File: src/rtl/hazard_detection_unit_pkg.sv
// Shared RISC-V opcode definitions and source-usage classification,
// used by control_path and the hazard detection unit.
package riscv_defs;

  localparam logic [6:0] OPC_LOAD   = 7'b0000011;
  localparam logic [6:0] OPC_STORE  = 7'b0100011;
  localparam logic [6:0] OPC_OP     = 7'b0110011;
  localparam logic [6:0] OPC_OP_IMM = 7'b0010011;
  localparam logic [6:0] OPC_BRANCH = 7'b1100011;
  localparam logic [6:0] OPC_NOP    = 7'b0000000;

  typedef struct packed {
    logic use_rs1;
    logic use_rs2;
    logic is_branch;
  } op_class_t;

  function automatic op_class_t classify(input logic [6:0] opcode);
    op_class_t c;
    c.use_rs2   = (opcode == OPC_OP) || (opcode == OPC_STORE) || (opcode == OPC_BRANCH);
    c.use_rs1   = c.use_rs2 || (opcode == OPC_LOAD) || (opcode == OPC_OP_IMM);
    c.is_branch = (opcode == OPC_BRANCH);
    return c;
  endfunction

endpackage

File: src/rtl/hazard_detection_unit_compare.sv
// Producer/consumer register match: producer rd is non-zero and equals a
// source register the consumer actually reads. Purely combinational.
module hazard_compare (
  input  logic [4:0] rd,
  input  logic [4:0] rs1,
  input  logic [4:0] rs2,
  input  logic       use_rs1,
  input  logic       use_rs2,
  output logic       match
);

  assign match = (rd != 5'd0) &&
                 ((use_rs1 && (rd == rs1)) || (use_rs2 && (rd == rs2)));

endmodule

File: src/rtl/hazard_detection_unit.sv
// Load-use / branch-operand stall and early-branch flush control.
// Optional perf counters (stall_cycles, flush_count) enabled by HAZARD_PERF_EN.
module hazard_detection_unit
  import riscv_defs::*;
(
  input  logic        clk,
  input  logic        reset,
  input  logic [6:0]  id_opcode,
  input  logic [4:0]  id_rs1,
  input  logic [4:0]  id_rs2,
  input  logic [4:0]  ex_rd,
  input  logic        ex_MemRead,
  input  logic        ex_RegWrite,
  input  logic [4:0]  mem_rd,
  input  logic        mem_MemRead,
  input  logic        id_branch_taken,
  output logic        PCWrite,
  output logic        IF_IDWrite,
  output logic        control_sel,
  output logic        IF_ID_flush,
  output logic [15:0] stall_cycles,
  output logic [15:0] flush_count
);

  op_class_t  cls;
  logic       ex_match;
  logic       mem_match;
  logic       haz_1;
  logic       haz_2;
  logic       stall;
  logic [1:0] cnt;
  logic [1:0] cnt_nxt;

  assign cls = classify(id_opcode);

  hazard_compare u_cmp_ex (
    .rd      (ex_rd),
    .rs1     (id_rs1),
    .rs2     (id_rs2),
    .use_rs1 (cls.use_rs1),
    .use_rs2 (cls.use_rs2),
    .match   (ex_match)
  );

  hazard_compare u_cmp_mem (
    .rd      (mem_rd),
    .rs1     (id_rs1),
    .rs2     (id_rs2),
    .use_rs1 (cls.use_rs1),
    .use_rs2 (cls.use_rs2),
    .match   (mem_match)
  );

  always_ff @(posedge clk or posedge reset) begin
    if (reset) cnt <= 2'd0;
    else       cnt <= cnt_nxt;
  end

  always_comb begin
    haz_1       = 1'b0;
    haz_2       = 1'b0;
    stall       = 1'b0;
    cnt_nxt     = cnt;
    haz_2 = ex_MemRead && ex_match && cls.is_branch;
    haz_1 = (ex_MemRead  && ex_match  && !cls.is_branch) ||
            (ex_RegWrite && ex_match  &&  cls.is_branch) ||
            (mem_MemRead && mem_match &&  cls.is_branch);
    if (cnt == 2'd0) begin
      // Stall starts in the detection cycle; cnt holds the remaining extra cycles.
      stall   = haz_1 || haz_2;
      cnt_nxt = haz_2 ? 2'd1 : 2'd0;
    end else begin
      stall   = 1'b1;
      cnt_nxt = cnt - 2'd1;
    end
    PCWrite     = !stall;
    IF_IDWrite  = !stall;
    control_sel = stall;
    IF_ID_flush = !stall && id_branch_taken && cls.is_branch;
  end

`ifdef HAZARD_PERF_EN
  logic [15:0] stall_q;
  logic [15:0] flush_q;

  always_ff @(posedge clk or posedge reset) begin
    if (reset) begin
      stall_q <= 16'd0;
      flush_q <= 16'd0;
    end else begin
      if (stall && (stall_q != 16'hFFFF))       stall_q <= stall_q + 16'd1;
      if (IF_ID_flush && (flush_q != 16'hFFFF)) flush_q <= flush_q + 16'd1;
    end
  end

  assign stall_cycles = stall_q;
  assign flush_count  = flush_q;
`else
  assign stall_cycles = 16'd0;
  assign flush_count  = 16'd0;
`endif

endmodule
File: config.mk
export PLATFORM = sky130hd
export DESIGN_NAME = hazard_detection_unit
export DESIGN_NICKNAME = d
export VERILOG_FILES = /design/src/rtl/hazard_detection_unit_pkg.sv /design/src/rtl/hazard_detection_unit_compare.sv /design/src/rtl/hazard_detection_unit.sv
export SDC_FILE = /design/constraint.sdc
export NUM_CORES = 1
export LEC_CHECK = 0
export CAP_MARGIN = 20
export CORE_MARGIN = 1
export CORE_UTILIZATION = 31
export DETAILED_ROUTE_END_ITERATION = 7
export PLACE_DENSITY = 0.84
export SYNTH_ARGS = -nofsm -noshare
export SYNTH_HDL_FRONTEND = slang
export SYNTH_SLANG_ARGS = --single-unit
File: constraint.sdc
create_clock -name clk -period 3.4 [get_ports clk]
set_clock_uncertainty 0.05 [all_clocks]
set_input_delay 0.34 -clock clk [delete_from_list [all_inputs] [get_ports clk]]
set_output_delay 0.34 -clock clk [all_outputs]
set_load 0.02 [all_outputs]
==> results.yml <==
logic_synthesis:
  syn_area_um2: 682
  yosysWarnings: 0
  ys_types: 26
  synth_cells: 90
  ys_ff_latch: 2
  ys_seq_area_share_pct: 7.34
  avgSynthCellArea_um2: 7.58
layout:
  nNetsFinal: 162
  fin_cells: 154
  insertedDiodeCount: 0
  drive_gt1_share_pct: 3.94
  largest_reg_flops: 2
  top_regs: "cnt: 2 flops"
  top_register: "cnt"
  areaGrowthSynthToFinish_pct: 41.8
flow_run:
  drv_cap: 0
die:
  die_h_um: 48.9
  num_rows: 16
  design.core.area_mm2: 0.00202
  dieArea_mm2: 0.00239
  initial_core_util_pct: 33.7
  dieWidth_um: 48.9
  boundaryPins: 69
global_routing:
  grt_pass1_wl_mm: 2.37
  antenna_found_initial: 0
  grt.overflow.total: 0
  grt_util_all_layers_pct: 12.7
  grt_pass1_vias: 569
  grt_max_degree: 4
cts:
  ctsResizeCount: 0
  clock_sinks: 2
  cts_setup_buffers: 0
  cts_tree: "done"
  holdBufCountCts: 0
  clk_pin_slew_worst_paths_ps: 30
  cts.path.max_buffers: 2
  htree_levels: 1
  clk_latency_ps: 230
  cts_buffers: 3
  root_buffer: "clkbuf_4"
drt:
  remaining_drc_errors: 0
  drtPass1Iterations: 4
  met2RoutedLength_um: 836
  top_layer: "met4"
  vias: 629
  wl_mm: 1.53
  drt-vias-per-instance: 4.08
  drt-met1-wl_um: 605
  met3WireLength_um: 73
  ant_nets: 0
  dr.first_iter.drc_count: 8
  wl_per_cell_um: 9.95
min_path:
  hold_class: "primary input to asynchronous set/reset pin"
power_and_ir_drop:
  clock_power_share_pct: 28.3
  intPower_uw: 115
  p_sw_share_pct: 39.3
  p_comb_share_pct: 59.0
  ir_drop_mv: 0.122
  power_frac_seq_pct: 12.7
  p_switching_uw: 74.5
  p_per_area_mw_per_mm2: 196
  leakage_uw: 0.000395
critical_path:
  reg2regPathDepth: 1
  reg2reg_from: "cnt[0]"
  cp.required_ps: 3010
  critPathKind: "primary input to output pin"
  end_kind: "output pin"
  r2r_end: "cnt[1]"
  critPathArrivalTime_ps: 2540
  start_kind: "primary input"
  crit_fanout: 3
  r2r_setup_slack_ps: 2700
timing:
  min_period_ps: 2930
  finalCritPeriodShare_pct: 86.1
  setup_viol: 0
  max_freq_mhz: 342
  slew_headroom_pct: 64.9
  fin_ws_ps: 473
  drv_slew: 0
  rsz0062_at_grt: "false"
  worst_hold_slack_ps: 214
  finalHoldViolations: 0
  worst_slew_pin_slew_ps: 522
  setup_tns_ps: 0
place:
  place.detailed.instances: 151
  port_buffers: 36
  place_ws_ps: 466
  hpwlAfterDp_mm: 1.39
  place.gp.congestion: 0.687
outcome:
  status: "completed"
cell usage in the layout, fill, tap and decap left out, drive strengths merged, types with 2 or more instances in the layout:
master | netlist | layout
clkdlybuf4s50 | 0 | 36
conb | 1 | 32
xnor2 | 15 | 15
xor2 | 5 | 5
nand3 | 4 | 4
nor2 | 3 | 3
nand2 | 3 | 3
a21oi | 3 | 3
clkbuf | 0 | 3
inv | 2 | 2
o21ai | 2 | 2
or4 | 2 | 2
o21a | 2 | 2
dfrtp | 2 | 2
nor3 | 2 | 2
cells by family (layout without fill, tap and decap cells):
| logic type | Yosys count | count (layout) | share of synthesized area (%) |
|---|---|---|---|
| other | 1 | 32 | 0.550 |
| AO/OA/AOI/OAI | 12 | 12 | 12.1 |
| AND/OR/NAND/NOR | 20 | 20 | 16.9 |
| XOR/XNOR | 20 | 20 | 25.7 |
| flip-flops | 2 | 2 | 7.34 |
| buffers and inverters | 35 | 41 | 37.4 |
Yosys cell counts, drive strengths merged:
master,number,area (um2)
nand2,3,11.3
a2bb2oi,1,8.76
nand4,1,6.26
nor3,2,15.0
nand3b,1,7.51
nand2b,1,6.26
o211a,1,10.0
xor2,5,43.8
nor4,1,6.26
inv,2,7.51
a21oi,3,15.0
nor2,3,11.3
and2,1,6.26
or4,2,15.0
or4b,1,10.0
conb,1,3.75
o21a,2,15.0
o211ai,1,7.51
buf,33,248
o21ai,2,10.0
nand3,4,20.0
a211o,1,10.0
dfrtp,2,50.1
o22ai,1,6.26
xnor2,15,131
cell type report:
cell class                      instances  area (um2)
Fill cell                             193        1050
Multi-Input combinational cell         84         493
Timing Repair Buffer                   36         360
Sequential cell                         2        50.0
Tap cell                               27        33.8
Clock buffer                            3        22.5
Inverter                                2        7.51
critical path, cell delays in order:
cell and delay, ps:
clkdlybuf4s50_1 460, or4_1 540, o21ai_0 240, a211o_2 180, o211a_1 170, clkdlybuf4s50_1 600
power by group through the flow:
stage	registers (uW)	logic, uW	clock network, uW
finish	24.0	112	53.7
global route	24.0	120	58.1
CTS	24.0	112	54.9
detailed placement	24.2	111	0
global placement	24.2	110	0
floorplan	24.2	89.0	0
worst max path at each step:
stage	depth (start not counted)	end	start	slack (ps)
3_5_place_dp	6	PCWrite	ex_rd[0]	470
2_1_floorplan	5	PCWrite	ex_rd[0]	1410
4_1_cts	6	PCWrite	ex_rd[0]	470
5_1_grt	6	IF_IDWrite	ex_rd[0]	370
6_report	6	PCWrite	ex_rd[0]	470
3_3_place_gp	6	IF_IDWrite	ex_rd[0]	530
through the flow:
stage | total power, uW | util [%] | area (um2)
6_report | 190 | 47.8 | 967
5_1_grt | 202 | 47.8 | 967
4_1_cts | 190 | 47.8 | 967
3_5_place_dp | 136 | 46.7 | 945
3_3_place_gp | 134 | 46.7 | 945
2_1_floorplan | 113 | - | 798
metal layers:
metal	up-vias	global-route usage [%]
met4	0	5.88
li1	313	-
met1	278	13.4
met3	2	1.56
met2	36	24.5
met5	-	0
(Power assumes the default switching activity.)
